`src/rtl/clk_period_meter_pkg.sv`:
```
// -----------------------------------------------------------------------------
// clk_period_meter_pkg
// Shared definitions for the clock period meter: FSM state encoding and the
// default sizing constants used by the top level.
// -----------------------------------------------------------------------------
package clk_period_meter_pkg;

  // Measurement FSM states
  typedef enum logic [1:0] {
    ST_IDLE      = 2'd0,
    ST_WAIT_RISE = 2'd1,
    ST_MEASURE   = 2'd2
  } state_t;

  localparam int DEF_CNT_W       = 16;
  localparam int DEF_SYNC_STAGES = 2;
  localparam int DEF_TIMEOUT_CYC = 1000;

endpackage

```
`src/rtl/clk_period_meter_sync_edge_det.sv`:
```
// -----------------------------------------------------------------------------
// clk_period_meter_sync_edge_det
// Brings an asynchronous level into the i_clk domain through SYNC_STAGES flops,
// then adds one delay flop so that rising and falling edges are detected with
// identical latency.
//
// Ports:
//   i_clk    in   clock
//   i_rst_n  in   asynchronous active-low reset
//   i_async  in   asynchronous level to be sampled
//   o_level  out  synchronised level
//   o_rise   out  one-cycle pulse on a synchronised 0->1 transition
//   o_fall   out  one-cycle pulse on a synchronised 1->0 transition
// -----------------------------------------------------------------------------
module clk_period_meter_sync_edge_det #(
  parameter int SYNC_STAGES = 2
) (
  input  logic i_clk,
  input  logic i_rst_n,
  input  logic i_async,
  output logic o_level,
  output logic o_rise,
  output logic o_fall
);

  logic [SYNC_STAGES-1:0] r_sync;
  logic                   r_dly;

  always_ff @(posedge i_clk or negedge i_rst_n) begin
    if (!i_rst_n) begin
      r_sync <= '0;
      r_dly  <= 1'b0;
    end else begin
      r_sync <= {r_sync[SYNC_STAGES-2:0], i_async};
      r_dly  <= r_sync[SYNC_STAGES-1];
    end
  end

  assign o_level = r_sync[SYNC_STAGES-1];
  assign o_rise  =  r_sync[SYNC_STAGES-1] & ~r_dly;
  assign o_fall  = ~r_sync[SYNC_STAGES-1] &  r_dly;

endmodule

```
`src/rtl/clk_period_meter.sv`:
```
// -----------------------------------------------------------------------------
// clk_period_meter
// Measures the period and high time of a slow clock (meas_clk) in units of
// sys_clk cycles. meas_clk is treated as an asynchronous level, synchronised and
// edge-detected, then timed by a three-state FSM with single-shot and
// continuous modes and a timeout for a stuck clock.
//
// Ports:
//   sys_clk    in   system clock, all logic on its rising edge
//   sys_rst_n  in   asynchronous active-low reset
//   meas_clk   in   clock under measurement, sampled as data
//   start      in   one-cycle request to begin a measurement (ignored if busy)
//   cont_mode  in   1 = keep measuring back-to-back periods
//   busy       out  high whenever the FSM is not idle
//   period     out  sys_clk cycles between consecutive rising edges
//   high_time  out  sys_clk cycles from a rising edge to the next falling edge
//   valid      out  one-cycle pulse when period/high_time were just updated
//   timeout    out  one-cycle pulse when a measurement was aborted
// -----------------------------------------------------------------------------
module clk_period_meter
  import clk_period_meter_pkg::*;
#(
  parameter int CNT_W       = DEF_CNT_W,
  parameter int SYNC_STAGES = DEF_SYNC_STAGES,
  parameter int TIMEOUT_CYC = DEF_TIMEOUT_CYC
) (
  input  logic             sys_clk,
  input  logic             sys_rst_n,
  input  logic             meas_clk,
  input  logic             start,
  input  logic             cont_mode,
  output logic             busy,
  output logic [CNT_W-1:0] period,
  output logic [CNT_W-1:0] high_time,
  output logic             valid,
  output logic             timeout
);

  localparam logic [CNT_W-1:0] TIMEOUT_VAL = CNT_W'(TIMEOUT_CYC);
  localparam logic [CNT_W-1:0] CNT_ONE     = CNT_W'(1);

  logic w_level;
  logic w_rise;
  logic w_fall;
  logic w_unused_level;

  state_t           r_state,   w_state_next;
  logic [CNT_W-1:0] r_cnt,     w_cnt_next;
  logic [CNT_W-1:0] r_hi_cnt,  w_hi_cnt_next;
  logic             r_hi_seen, w_hi_seen_next;
  logic [CNT_W-1:0] r_period,  w_period_next;
  logic [CNT_W-1:0] r_high,    w_high_next;
  logic             r_valid,   w_valid_next;
  logic             r_timeout, w_timeout_next;

  clk_period_meter_sync_edge_det #(
    .SYNC_STAGES (SYNC_STAGES)
  ) u_sync_edge_det (
    .i_clk   (sys_clk),
    .i_rst_n (sys_rst_n),
    .i_async (meas_clk),
    .o_level (w_level),
    .o_rise  (w_rise),
    .o_fall  (w_fall)
  );

  // Only the edges matter for timing; the level is not needed here.
  assign w_unused_level = w_level;

  always_ff @(posedge sys_clk or negedge sys_rst_n) begin
    if (!sys_rst_n) begin
      r_state   <= ST_IDLE;
      r_cnt     <= '0;
      r_hi_cnt  <= '0;
      r_hi_seen <= 1'b0;
      r_period  <= '0;
      r_high    <= '0;
      r_valid   <= 1'b0;
      r_timeout <= 1'b0;
    end else begin
      r_state   <= w_state_next;
      r_cnt     <= w_cnt_next;
      r_hi_cnt  <= w_hi_cnt_next;
      r_hi_seen <= w_hi_seen_next;
      r_period  <= w_period_next;
      r_high    <= w_high_next;
      r_valid   <= w_valid_next;
      r_timeout <= w_timeout_next;
    end
  end

  always_comb begin
    w_state_next   = r_state;
    w_cnt_next     = r_cnt;
    w_hi_cnt_next  = r_hi_cnt;
    w_hi_seen_next = r_hi_seen;
    w_period_next  = r_period;
    w_high_next    = r_high;
    w_valid_next   = 1'b0;
    w_timeout_next = 1'b0;

    case (r_state)
      ST_IDLE: begin
        if (start) begin
          w_state_next = ST_WAIT_RISE;
          w_cnt_next   = '0;
        end
      end

      ST_WAIT_RISE: begin
        // A rise arriving together with the timeout count still wins.
        if (w_rise) begin
          w_state_next   = ST_MEASURE;
          w_cnt_next     = CNT_ONE;
          w_hi_seen_next = 1'b0;
        end else if (r_cnt == TIMEOUT_VAL) begin
          w_timeout_next = 1'b1;
          w_state_next   = ST_IDLE;
        end else begin
          w_cnt_next = r_cnt + CNT_ONE;
        end
      end

      ST_MEASURE: begin
        if (w_rise) begin
          w_period_next = r_cnt;
          w_high_next   = r_hi_seen ? r_hi_cnt : '0;
          w_valid_next  = 1'b1;
          if (cont_mode) begin
            // This rise is the reference edge of the next period.
            w_cnt_next     = CNT_ONE;
            w_hi_seen_next = 1'b0;
          end else begin
            w_state_next = ST_IDLE;
          end
        end else if (r_cnt == TIMEOUT_VAL) begin
          w_timeout_next = 1'b1;
          w_state_next   = ST_IDLE;
        end else begin
          w_cnt_next = r_cnt + CNT_ONE;
          // cnt already equals cycles since the reference rise.
          if (w_fall && !r_hi_seen) begin
            w_hi_cnt_next  = r_cnt;
            w_hi_seen_next = 1'b1;
          end
        end
      end

      default: begin
        w_state_next = ST_IDLE;
      end
    endcase
  end

  assign busy      = (r_state != ST_IDLE);
  assign period    = r_period;
  assign high_time = r_high;
  assign valid     = r_valid;
  assign timeout   = r_timeout;

endmodule
```
`config.mk`:
```
export PLATFORM = sky130hd
export DESIGN_NAME = clk_period_meter
export DESIGN_NICKNAME = d
export VERILOG_FILES = /design/src/rtl/clk_period_meter_pkg.sv /design/src/rtl/clk_period_meter_sync_edge_det.sv /design/src/rtl/clk_period_meter.sv
export SDC_FILE = /design/constraint.sdc
export NUM_CORES = 1
export LEC_CHECK = 0
export CAP_MARGIN = 15
export CORE_MARGIN = 3
export CORE_UTILIZATION = 62
export CTS_BUF_LIST = sky130_fd_sc_hd__clkbuf_8
export DETAILED_ROUTE_END_ITERATION = 10
export PLACE_DENSITY = 0.88
export SYNTH_ARGS = -nofsm -noshare
export SYNTH_HDL_FRONTEND = slang
export SYNTH_SLANG_ARGS = --single-unit
```
`constraint.sdc`:
```
create_clock -name sys_clk -period 5.34 [get_ports sys_clk]
set_input_delay 1.068 -clock sys_clk [delete_from_list [all_inputs] [get_ports sys_clk]]
set_output_delay 1.068 -clock sys_clk [all_outputs]
set_load 0.005 [all_outputs]
```
==> run_results.csv <==
group,metric,value,unit
final_layout,layout-drive-gt1-share,10.7,%
synth,yosys_warnings,0,
worst_setup_path,crit_chain,"inv_1 > ha_1 > inv_1 > clkdlybuf4s50_1",
worst_setup_path,cp_max_fo,5,
worst_hold_path,hold_path.class,"register to register",
global_routing,grt_overflow,0,
final_layout,area_delta_synth_final,17.6,%
synth,synth_flop_cell,"dfrtp_1",
route,postRouteAntennaNets,0,
route,postRouteWirelength,7.34,mm
final_layout,diodes,0,
worst_setup_path,cp_data_arrival_time,1.66,ns
floorplanning,num_rows,25,
timing,setup_slack,2.61,ns
clock_tree,clock-root-buffer,"clkbuf_8",
timing,timing.hold.ws,0.360,ns
placed_design,post-place-ws,2.44,ns
final_layout,utilization,78.5,%
worst_setup_path,slowest_stage,"clkdlybuf4s50_1",
clock_tree,cts_hold_buf,0,
placed_design,io_buffers,39,
synth,syn_nets,326,
clock_tree,path_clk_slew,0.07,ns
global_routing,grt_max_degree,73,
floorplanning,die_w,78.7,µm
job,drv_cap,0,
timing,hold_violations,0,
synth,synth_cells,315,
route,wl_per_cell,17.3,µm
clock_tree,clk_latency,0.35,ns
power_and_ir_drop,irDropWorstVdd,0.307,mV
floorplanning,ios,40,
final_layout,nNetsFinal,362,
route,drc,0,
placed_design,dp_hpwl,4.86,mm
placed_design,gp_congestion,0.850,
timing,tns,0,ns
timing,tightest_slew,0.891,ns
timing,fin_crit_sh,51.1,%
floorplanning,die_y,78.7,µm
final_layout,layout_commonest_cell,"nand2_1",
clock_tree,post_cts_resized,0,
global_routing,grt_pass1_wl,12.5,mm
power_and_ir_drop,power_leakage,1.89,nW
route,drt_iter0_drc,270,
synth,synthArstFlopShare,100,%
synth,syn_area_per_cell,10.4,µm²
worst_setup_path,cp_common_cell,"inv_1",
timing,post-route-min-period,2.73,ns
timing,max_freq,366,MHz
synth,ys_seq_elements,72,
synth,ys_types,45,
timing,skew,0.00466,ns
synth,synth_edf_count,0,
outcome,status,"finished clean",
worst_setup_path,worstSetupEndpointType,"output port",
worst_setup_path,crit_family,"buffers and inverters",
route,dr.pass1.iters,5,
timing,rsz0062_at_grt,"no",
route,vias_per_cell,6.02,
clock_tree,htree_levels,3,
synth,syn_area,0.00328,mm²
global_routing,antenna_found_initial,0,
floorplanning,coreArea,0.00491,mm²
timing,slew_viol_final,0,
floorplanning,fp.dieArea,0.00620,mm²
timing,relSlewSlack,40.6,%
global_routing,grt_pass1_vias,2535,
worst_setup_path,worstPathRequired,4.27,ns
power_and_ir_drop,powerDensity,351,mW/mm²
timing,setup_viol,0,
route,via_count,2548,
clock_tree,cts_setup_buffers,0,
global_routing,grt_use_total,26.4,%
worst_setup_path,cp_num_buf_inv,3,
clock_tree,cts.path.max_buffers,2,
synth,yosysSeqAreaShare,55.0,%
worst_setup_path,path_class,"register to output port",
clock_tree,cts_tree,"built",
worst_setup_path,regToRegSetupSlack,3.04,ns
final_layout,layout_common_cells,"nand2_1 (84), dfrtp_1 (72), clkdlybuf4s50_1 (38)",
clock_tree,clock-sinks,72,
worst_setup_path,critPathLaunchType,"register",
worst_setup_path,critPathMaxStageDelay,0.49,ns
floorplanning,start_util,66.8,%
clock_tree,cts_made_buffers,9,
-- routing by layer --
metal / GRT usage (%) / routed length (µm) / vias to the layer above
met5: 0 / 0 / -
met4: 9.62 / 109 / 0
met3: 4.20 / 435 / 14
met2: 44.1 / 3660 / 93
met1: 35.1 / 3130 / 1266
li1: - / - / 1175
-- worst reg2reg max path, stage by stage (launching register included) --
cell and delay, ns:
dfrtp_1 0.42, nor2b_1 0.55, nand2_1 0.14, buf_4 0.27, clkinv_1 0.10, buf_4 0.32
a21oi_1 0.12, o21ai_0 0.17, nand3_1 0.09
-- sequential cells by signal, summed over array words and instances, names as in the netlist --
register and cells:
high_time 16, r_state 2, period 16, timeout 1, valid 1, r_hi_cnt 16, u_sync_edge_det.r_sync 2, r_hi_seen 1
u_sync_edge_det.r_dly 1, r_cnt 16
-- path summary, 6_finish.rpt --
path	startpoint	endpoint	depth (start not counted)
max	r_state[0]$_DFFE_PN0P_	busy	4
min	u_sync_edge_det.r_sync[0]$_DFF_PN0_	u_sync_edge_det.r_sync[1]$_DFF_PN0_	0
max reg2reg	u_sync_edge_det.r_dly$_DFF_PN0_	r_state[0]$_DFFE_PN0P_	8
min reg2reg	u_sync_edge_det.r_sync[0]$_DFF_PN0_	u_sync_edge_det.r_sync[1]$_DFF_PN0_	0
max in group asynchronous	sys_rst_n	r_cnt[2]$_DFFE_PN0P_	2
min in group asynchronous	sys_rst_n	period[3]$_DFFE_PN0P_	2
-- cells in the mapped netlist (3+ instances only) --
cell type,number,share of area (%)
nand2_1,84,9.6
dfrtp_1,72,55
nand3_1,22,3.4
a31oi_1,13,2.5
clkbuf_1,11,1.3
o21ai_0,10,1.5
mux2_4,9,4.1
nor2_1,8,0.92
ha_1,6,2.3
inv_1,6,0.69
nand4_1,6,1.1
nor2b_1,6,1.1
a21o_1,5,1.1
a21oi_1,5,0.76
and3_1,5,0.95
buf_2,4,0.61
mux2_1,4,1.4
mux2_2,4,1.4
o211ai_1,3,0.69
-- layout make-up --
cell class,instances,area (µm²)
clock buffers,10,138
clock inverters,6,36.3
fillers,297,1060
inverters,7,26.3
multi-input cells,218,1350
flip-flops and latches,72,1800
well taps,67,83.8
repair buffers,43,415
-- where the power goes --
group          internal [mW]  switching, mW  leakage, nW
sequential             0.580         0.0541        0.993
combinational          0.143          0.196        0.814
clock                  0.178          0.202       0.0855
-- cells by family (layout without fill, tap and decap cells) --
| kind of cell | Yosys count | after routing | synth area share, % |
|---|---|---|---|
| AND/OR/NAND/NOR | 145 | 145 | 21.8 |
| flip-flops | 72 | 72 | 55.0 |
| AO/OA/AOI/OAI | 49 | 49 | 10.0 |
| buffers and inverters | 25 | 66 | 3.74 |
| multiplexers | 18 | 18 | 7.18 |
| adder cells (fa/ha/maj) | 6 | 6 | 2.29 |
-- through the flow --
stage,power (mW),std cells,instance area (µm²)
2_1_floorplan,0.871,315,3280
3_3_place_gp,0.967,407,3680
3_5_place_dp,0.981,407,3680
4_1_cts,1.35,423,3850
5_1_grt,1.43,423,3850
6_report,1.35,423,3850
No activity file was read; power rests on OpenSTA's default activity.
